<file path="src/rtl/i2s_audio_tx.sv">
// I2S master transmitter: 16-bit stereo PCM to MCLK/SCLK/LRCK/SDIN, all clocks divided from clk.
// Latency: first SCLK fall 8 clks after capture; frame = 512 clks; no backpressure, inputs sampled on sample_req.
module i2s_audio_tx #(
    parameter int DW = 16
) (
    input  logic          clk,
    input  logic          rst,
    input  logic          enable,
    input  logic [DW-1:0] left_in,
    input  logic [DW-1:0] right_in,
    output logic          sample_req,
    output logic          busy,
    output logic          mclk,
    output logic          sclk,
    output logic          lrck,
    output logic          sdin
);
    localparam int PAD = 31 - DW;

    typedef enum logic {
        S_IDLE,
        S_RUN
    } state_t;

    state_t      state_q;
    logic [2:0]  d_q;
    logic [5:0]  n_q;
    logic [63:0] sr_q;
    logic        mclk_q, sclk_q, lrck_q, sdin_q, busy_q, req_q;

    logic [2:0]  d_d;
    logic [5:0]  n_d;
    logic [63:0] load_d;

    assign d_d = d_q + 3'd1;
    assign n_d = n_q + 6'd1;
    // Slot 0 of each half is the I2S one-bit delay; words sit MSB-first right after it.
    assign load_d = {1'b0, left_in, {PAD{1'b0}}, 1'b0, right_in, {PAD{1'b0}}};

    always_ff @(posedge clk) begin
        if (rst) begin
            state_q <= S_IDLE;
            d_q     <= '0;
            n_q     <= '0;
            sr_q    <= '0;
            mclk_q  <= 1'b0;
            sclk_q  <= 1'b0;
            lrck_q  <= 1'b0;
            sdin_q  <= 1'b0;
            busy_q  <= 1'b0;
            req_q   <= 1'b0;
        end else begin
            mclk_q <= ~mclk_q;
            req_q  <= 1'b0;
            case (state_q)
                S_IDLE: begin
                    d_q    <= '0;
                    sclk_q <= 1'b0;
                    lrck_q <= 1'b0;
                    sdin_q <= 1'b0;
                    busy_q <= 1'b0;
                    if (enable) begin
                        state_q <= S_RUN;
                        busy_q  <= 1'b1;
                        n_q     <= '0;
                        sr_q    <= load_d;
                        req_q   <= 1'b1;
                    end
                end
                S_RUN: begin
                    d_q    <= d_d;
                    sclk_q <= d_d[2];
                    // Data and word select only move on the SCLK falling edge.
                    if (d_q == 3'd7) begin
                        if (n_q == 6'd63) begin
                            n_q    <= '0;
                            lrck_q <= 1'b0;
                            sdin_q <= 1'b0;
                            if (enable) begin
                                sr_q  <= load_d;
                                req_q <= 1'b1;
                            end else begin
                                state_q <= S_IDLE;
                                busy_q  <= 1'b0;
                            end
                        end else begin
                            n_q    <= n_d;
                            lrck_q <= n_d[5];
                            sdin_q <= sr_q[62];
                            sr_q   <= {sr_q[62:0], 1'b0};
                        end
                    end
                end
                default: state_q <= S_IDLE;
            endcase
        end
    end

    assign sample_req = req_q;
    assign busy       = busy_q;
    assign mclk       = mclk_q;
    assign sclk       = sclk_q;
    assign lrck       = lrck_q;
    assign sdin       = sdin_q;
endmodule
</file>
<file path="config.mk">
export PLATFORM = sky130hd
export DESIGN_NAME = i2s_audio_tx
export DESIGN_NICKNAME = d
export VERILOG_FILES = /design/src/rtl/i2s_audio_tx.sv
export SDC_FILE = /design/constraint.sdc
export NUM_CORES = 1
export LEC_CHECK = 0
export CAP_MARGIN = 20
export CELL_PAD_IN_SITES_DETAIL_PLACEMENT = 2
export CELL_PAD_IN_SITES_GLOBAL_PLACEMENT = 2
export CORE_MARGIN = 10
export CORE_UTILIZATION = 37
export CTS_BUF_LIST = sky130_fd_sc_hd__clkbuf_4 sky130_fd_sc_hd__clkbuf_8 sky130_fd_sc_hd__clkbuf_16
export DETAILED_ROUTE_END_ITERATION = 8
export PLACE_DENSITY_LB_ADDON = 0.1
export SLEW_MARGIN = 10
export SYNTH_ARGS = -nofsm -noshare
export SYNTH_HDL_FRONTEND = slang
export SYNTH_SLANG_ARGS = --single-unit
</file>
<file path="constraint.sdc">
create_clock -name clk -period 2.6 [get_ports clk]
set_clock_uncertainty 0.1 [all_clocks]
set_input_delay 0.39 -clock clk [delete_from_list [all_inputs] [get_ports clk]]
set_output_delay 0.39 -clock clk [all_outputs]
set_load 0.1 [all_outputs]
</file>
==> metrics, run 1 <==
reported leakage power 1.33 nW; critical register-to-register path startpoint d_q[0]; number of antenna cells inserted 0; maximum level of the CTS H-tree 3; Yosys reg bits 79; sum of routed wire length over all layers 7910 µm; final hold slack 0.313 ns; Post-synth EDFFs 0; RSZ-0062 raised after global routing no; cell-by-cell trace of the critical path ha_1, ha_1, nand2_2, a21oi_2, buf_4, a21oi_1, o221a_1; first element of the critical path d_q[0]; vertical die dimension 112 µm; Data arrival, critical path 2.19 ns; Critical-path top delay cell ha_1; startpoint kind of the worst setup timing path flop; number of different library cells in the post-synthesis netlist 37; peak clock frequency supported by timing 0.488 GHz; starting density of the core 38.0%; cell area reported after detailed placement 3570 µm²; Synth Warn # 0; total global routing track utilization 12.8%; final number of setup-violating endpoints 0; proportion of synthesized flip-flops having asynchronous set or reset 0%; number of input and output port buffers inserted 40; share of the clock period used by the worst path after layout 78.8%; CTS tree built; Worst-Margin Slew 0.555 ns; CP max FO 34; overflow left after global routing 0; class of the most critical setup path flop to flop; Worst path max stage delay 0.36 ns; cell family with most CP delay adder cells; cts bufs inserted 9; clock-pin slew of the registers on the worst-case setup and hold paths 0.08 ns; final core utilization 45.7%; fraction of final layout cells with drive strength greater than 1 11.3%; number of vias in the routed layout 2458; Via density 5.36; mean post-synth cell area 9.85 µm²; clock latency on the worst-skew pair 0.36 ns; final critical path time including I/O delays and setup 2.05 ns; Crit. End Element flop; post-synthesis sequential area ratio 50.6%; setup TNS after final layout 0 ns; gp weighted congestion 0.769; Post-layout nets 388; run status completed; power density relative to cell area 632 nW/µm²; count of buffers added by post-CTS timing repair for setup 0; CP required 2.74 ns; Routed WL per cell 17.2 µm; Core Area 8220 µm²; CTS sink count 79; remaining antenna violation count after routing 0; wire length of the first global-routing pass 13400 µm; site row count 33; total power 2.37 mW; Gate Count Post-Synth 317; type of the worst min-delay path flop to flop; iteration count of the initial detailed-routing pass 4; overall die width 112 µm; Detail Placement HPWL 5050 µm; synth-to-layout area growth 20.3%; count of instances resized after the clock tree is built 0; number of buffers inserted by hold repair at cts 0; most frequent cell on the critical path ha_1; DR DRC count 0; largest net degree at the start of global routing 64; startpoint of the lowest-slack hold path mclk; syn_nets 355; netlist area before placement 3120 µm²; number of slew-limit violations in the final report 0; CTS Buffer Depth 2; antenna violations before repair 0; cell chosen for the clock root clkbuf_8; maxcap violations 0; number of global-route vias before repair 2752; relative max-transition margin 63.0%; area of all placed cells without fillers 3760 µm²; count of pins on the block boundary 41; Worst Path Buf+Inv 1; First DRT Iteration DRCs 56; Die Outline Area 12500 µm²; predominant post-synthesis flop cell dfxtp_1; IR drop worst, VDD 0.319 mV; number of hold violations in the final report 0
==> report_power, final <==
group	internal, mW	switching [mW]
clock network	0.417	0.439
logic	0.116	0.121
registers	1.25	0.0271
total	1.79	0.588
==> cells in the final DEF, fill, tap and decap left out, types with 5 or more instances in the layout <==
cell,n
dfxtp_1,79
a21oi_1,37
inv_1,34
clkdlybuf4s50_1,33
nand2b_1,32
o221a_1,29
o22ai_1,27
nor2_1,13
clkbuf_8,12
buf_4,10
nand3_1,5
==> worst reg2reg max path, stage by stage (launching register included) <==
cell,delay [ns]
dfxtp_1,0.34
ha_1,0.15
ha_1,0.36
nand2_2,0.18
a21oi_2,0.14
buf_4,0.35
a21oi_1,0.15
o221a_1,0.16
==> final cells by class <==
class	instances	area (µm²)
clock buffer	12	165
timing repair buffer	46	450
inverter	34	128
clock inverter	3	17.5
tap	105	131
sequential	79	1580
multi-input combinational	180	1280
fill	882	4460
==> per-stage QoR <==
step / setup WS, ns / cells
2_1_floorplan: 0.893 / 317
3_3_place_gp: 0.590 / 444
3_5_place_dp: 0.529 / 444
4_1_cts: 0.534 / 459
5_1_grt: 0.343 / 459
6_report: 0.551 / 459
==> path summary, 6_finish.rpt <==
| check | end | cells after the start | slack, ns |
|---|---|---|---|
| min reg2reg | mclk | 1 | 0.31 |
| max | sr_q[25] | 7 | 0.55 |
| min | mclk | 1 | 0.31 |
| max reg2reg | sr_q[25] | 7 | 0.55 |
==> logic make-up after synthesis <==
kind of cell	share of synthesized area, %
and+or+nand+nor	12.4
AOI/OAI and AO/OA	26.5
buffers and inverters	8.29
muxes	0.681
adders and majority gates	1.20
xor gates and xnor gates	0.280
DFF	50.6
==> cells in the mapped netlist (2+ instances only) <==
cell type | number | share of area [%]
buf_2 | 9 | 1.4
o31ai_1 | 2 | 0.48
nand3_1 | 5 | 0.80
nor2b_1 | 2 | 0.40
nand2_1 | 3 | 0.36
o22ai_1 | 27 | 5.4
nand3b_1 | 2 | 0.48
dfxtp_1 | 79 | 51
nand2b_1 | 32 | 6.4
buf_1 | 2 | 0.24
o32ai_2 | 2 | 1.0
nor2_1 | 13 | 1.6
ha_1 | 3 | 1.2
o221a_2 | 3 | 1.1
o21ai_0 | 2 | 0.32
clkbuf_1 | 9 | 1.1
o221a_1 | 29 | 10
buf_6 | 4 | 1.4
nand2_2 | 2 | 0.40
inv_1 | 34 | 4.1
a21oi_1 | 37 | 5.9
==> state kept, by name, summed over array words and instances (netlist names) <==
| name | cells |
|---|---|
| mclk | 1 |
| lrck | 1 |
| sclk | 1 |
| sample_req | 1 |
| n_q | 6 |
| busy | 1 |
| state_q | 1 |
| d_q | 3 |
| sdin | 1 |
| sr_q | 63 |
==> routing by layer <==
layer | vias up | part of all wire, % | track usage [%] | wire, µm
met5 | - | 0 | 0 | 0
met4 | 0 | 1.1 | 5.14 | 89
met3 | 8 | 2.7 | 3.65 | 215
met2 | 29 | 48 | 20.8 | 3830
met1 | 1222 | 48 | 15.6 | 3780
li1 | 1199 | - | - | -
No activity file was read; power rests on OpenSTA's default activity.
==> inputs of run 2 (changes only) <==
- CORE_UTILIZATION: 37 -> 34
- clock period: 2.6 -> 2 ns (I/O delays scaled with it)
==> metrics, run 2 (synthesis gave the netlist of run 1 again) <==
run status completed (unchanged); number of buffers inserted by hold repair at cts 0 (unchanged); Worst path max stage delay 0.36 ns (about the same); synth-to-layout area growth 25.4% (was 20.3%); cell chosen for the clock root clkbuf_8 (unchanged); part of the power in combinational logic 9.5% (was 10.0%); Die Outline Area 13400 µm² (was 12500 µm²); largest net degree at the start of global routing 46 (was 64); total global routing track utilization 12.5% (was 12.8%); iteration count of the initial detailed-routing pass 4 (unchanged); switch share 22.6% (was 24.8%); wire length of the first global-routing pass 13500 µm (was 13400 µm); maxcap violations 0 (unchanged); vertical die dimension 116 µm (was 112 µm); starting density of the core 35.3% (was 38.0%); DR DRC count 0 (unchanged); sum of routed wire length over all layers 8010 µm (was 7910 µm); overall die width 116 µm (was 112 µm); remaining antenna violation count after routing 0 (unchanged); Post-layout nets 395 (was 388); Clock power frac 42.0% (was 36.1%); class of the most critical setup path flop to flop (unchanged); setup TNS after final layout 0 ns (unchanged); cell-by-cell trace of the critical path ha_1, ha_2, nand2_2, and2_1, or3_1, a21oi_1 (was ha_1, ha_1, nand2_2, a21oi_2, buf_4, a21oi_1, o221a_1); maximum level of the CTS H-tree 3 (unchanged); Via density 5.31 (was 5.36); Worst-Margin Slew 0.285 ns (was 0.555 ns); total internal power 2.66 mW (was 1.79 mW); commonest cells after routing, fill and taps aside dfxtp_1 (79), a21oi_1 (37), inv_1 (34), clkdlybuf4s50_1 (33), nand2b_1 (32) (unchanged); final number of setup-violating endpoints 0 (unchanged); clock-pin slew of the registers on the worst-case setup and hold paths 0.08 ns (about the same); power density relative to cell area 876 nW/µm² (was 632 nW/µm²); reported leakage power 1.40 nW (was 1.33 nW); Core Area 8850 µm² (was 8220 µm²); count of instances resized after the clock tree is built 0 (unchanged); CP max FO 5 (was 34); cts bufs inserted 9 (unchanged); number of antenna cells inserted 0 (unchanged); number of vias in the routed layout 2498 (was 2458); fraction of final layout cells with drive strength greater than 1 13.5% (was 11.3%); CTS sink count 79 (unchanged); RSZ-0062 raised after global routing no (unchanged); number of input and output port buffers inserted 40 (unchanged); peak clock frequency supported by timing 0.559 GHz (was 0.488 GHz); Worst Path Buf+Inv 0 (was 1); proportion of power drawn by flip-flops and latches 48.4% (was 53.9%); net load switching power 0.775 mW (was 0.588 mW); relative max-transition margin 81.2% (was 63.0%); IR drop worst, VDD 0.592 mV (was 0.319 mV); Crit. End Element flop (unchanged); CP required 2.16 ns (was 2.74 ns); commonest non-fill, non-tap cell in the layout dfxtp_1 (unchanged); number of global-route vias before repair 2670 (was 2752); Fillers 974 (was 882); Reg with most FFs sr_q (unchanged); share of the clock period used by the worst path after layout 89.4% (was 78.8%); number of hold violations in the final report 0 (unchanged); antenna violations before repair 0 (unchanged); CTS Buffer Depth 2 (unchanged); count of pins on the block boundary 41 (unchanged); site row count 34 (was 33); final core utilization 44.2% (was 45.7%); startpoint kind of the worst setup timing path flop (unchanged); Data arrival, critical path 1.95 ns (was 2.19 ns); r2r setup slk 0.21 ns (was 0.55 ns); type of the worst min-delay path primary input to flop (was flop to flop); Critical-path top delay cell or3_1 (was ha_1); First DRT Iteration DRCs 92 (was 56); registers with the most flip-flops sr_q: 63 flops, n_q: 6 flops, d_q: 3 flops (unchanged); overflow left after global routing 0 (unchanged); max FFs per register 63 (unchanged); gp weighted congestion 0.716 (was 0.769); Detail Placement HPWL 5180 µm (was 5050 µm); cell family with most CP delay simple AND/OR/NAND/NOR gates (was adder cells); final critical path time including I/O delays and setup 1.79 ns (was 2.05 ns); count of buffers added by post-CTS timing repair for setup 0 (unchanged); clock latency on the worst-skew pair 0.34 ns (was 0.36 ns); CTS tree built (unchanged); number of slew-limit violations in the final report 0 (unchanged); Routed WL per cell 17.0 µm (was 17.2 µm)
run 2: cell count changes in the layout (fill, tap and decap cells not counted):
cell / change
buf_12: +3
buf_4: +4
bufinv_16: +3
clkbuf_4: +2
clkbuf_8: -3
clkinv_2: -2
clkinv_4: +1
ha_1: -1
ha_2: +1
run 2: tightest hold or removal path, delay by kind of cell:
family                 cells  cell delay [ns]
AND/OR/NAND/NOR            1             0.15
buffers and inverters      1             0.19
AO/OA/AOI/OAI              1             0.06
run 2: through the flow:
stage                     total power [mW]  worst slack [ns]  std cells  instance area (µm²)  hold WS, ns
after global routing                  3.62           0.00877        470                 3920        0.312
after CTS                             3.48             0.126        470                 3910        0.300
after global placement                2.02             0.146        454                 3670        0.297
final                                 3.43             0.212        470                 3920        0.305
after floorplan                       1.89             0.293        317                 3120        0.299
after detailed placement              2.03             0.102        454                 3670        0.310
run 2: area by class of cell:
| class | instances | area, µm² | area share, % |
|---|---|---|---|
| Clock inverter | 5 | 106 | 2.72 |
| Tap cell | 108 | 135 | 3.45 |
| Timing Repair Buffer | 53 | 541 | 13.8 |
| Sequential cell | 79 | 1580 | 40.4 |
| Clock buffer | 11 | 139 | 3.55 |
| Inverter | 34 | 128 | 3.26 |
| Multi-Input combinational cell | 180 | 1280 | 32.8 |
run 2: final timing paths:
kind | to | start | cells after the start
max | n_q[4] | d_q[0] | 6
min | lrck | rst | 3
max reg2reg | n_q[4] | d_q[0] | 6
min reg2reg | mclk | mclk | 1
run 2: metal layers:
metal | wire (µm) | GRT usage (%) | vias to the layer above
li1 | - | - | 1208
met1 | 3860 | 15.8 | 1251
met2 | 3730 | 20.1 | 29
met3 | 323 | 3.62 | 10
met4 | 91 | 4.00 | 0
met5 | 0 | 0 | -
run 2: power groups by stage:
stage	Clock, mW	Combinational (mW)	Sequential [mW]
floorplan	0	0.168	1.72
global placement	0	0.326	1.69
detailed placement	0	0.330	1.70
CTS	1.49	0.335	1.66
global route	1.59	0.361	1.67
finish	1.44	0.328	1.66
==> inputs of run 3 (changes only) <==
- SKIP_LAST_GASP: not set -> 1
==> results of run 3 <==
No change in the layout: final DEF, timing and power equal those of run 2.
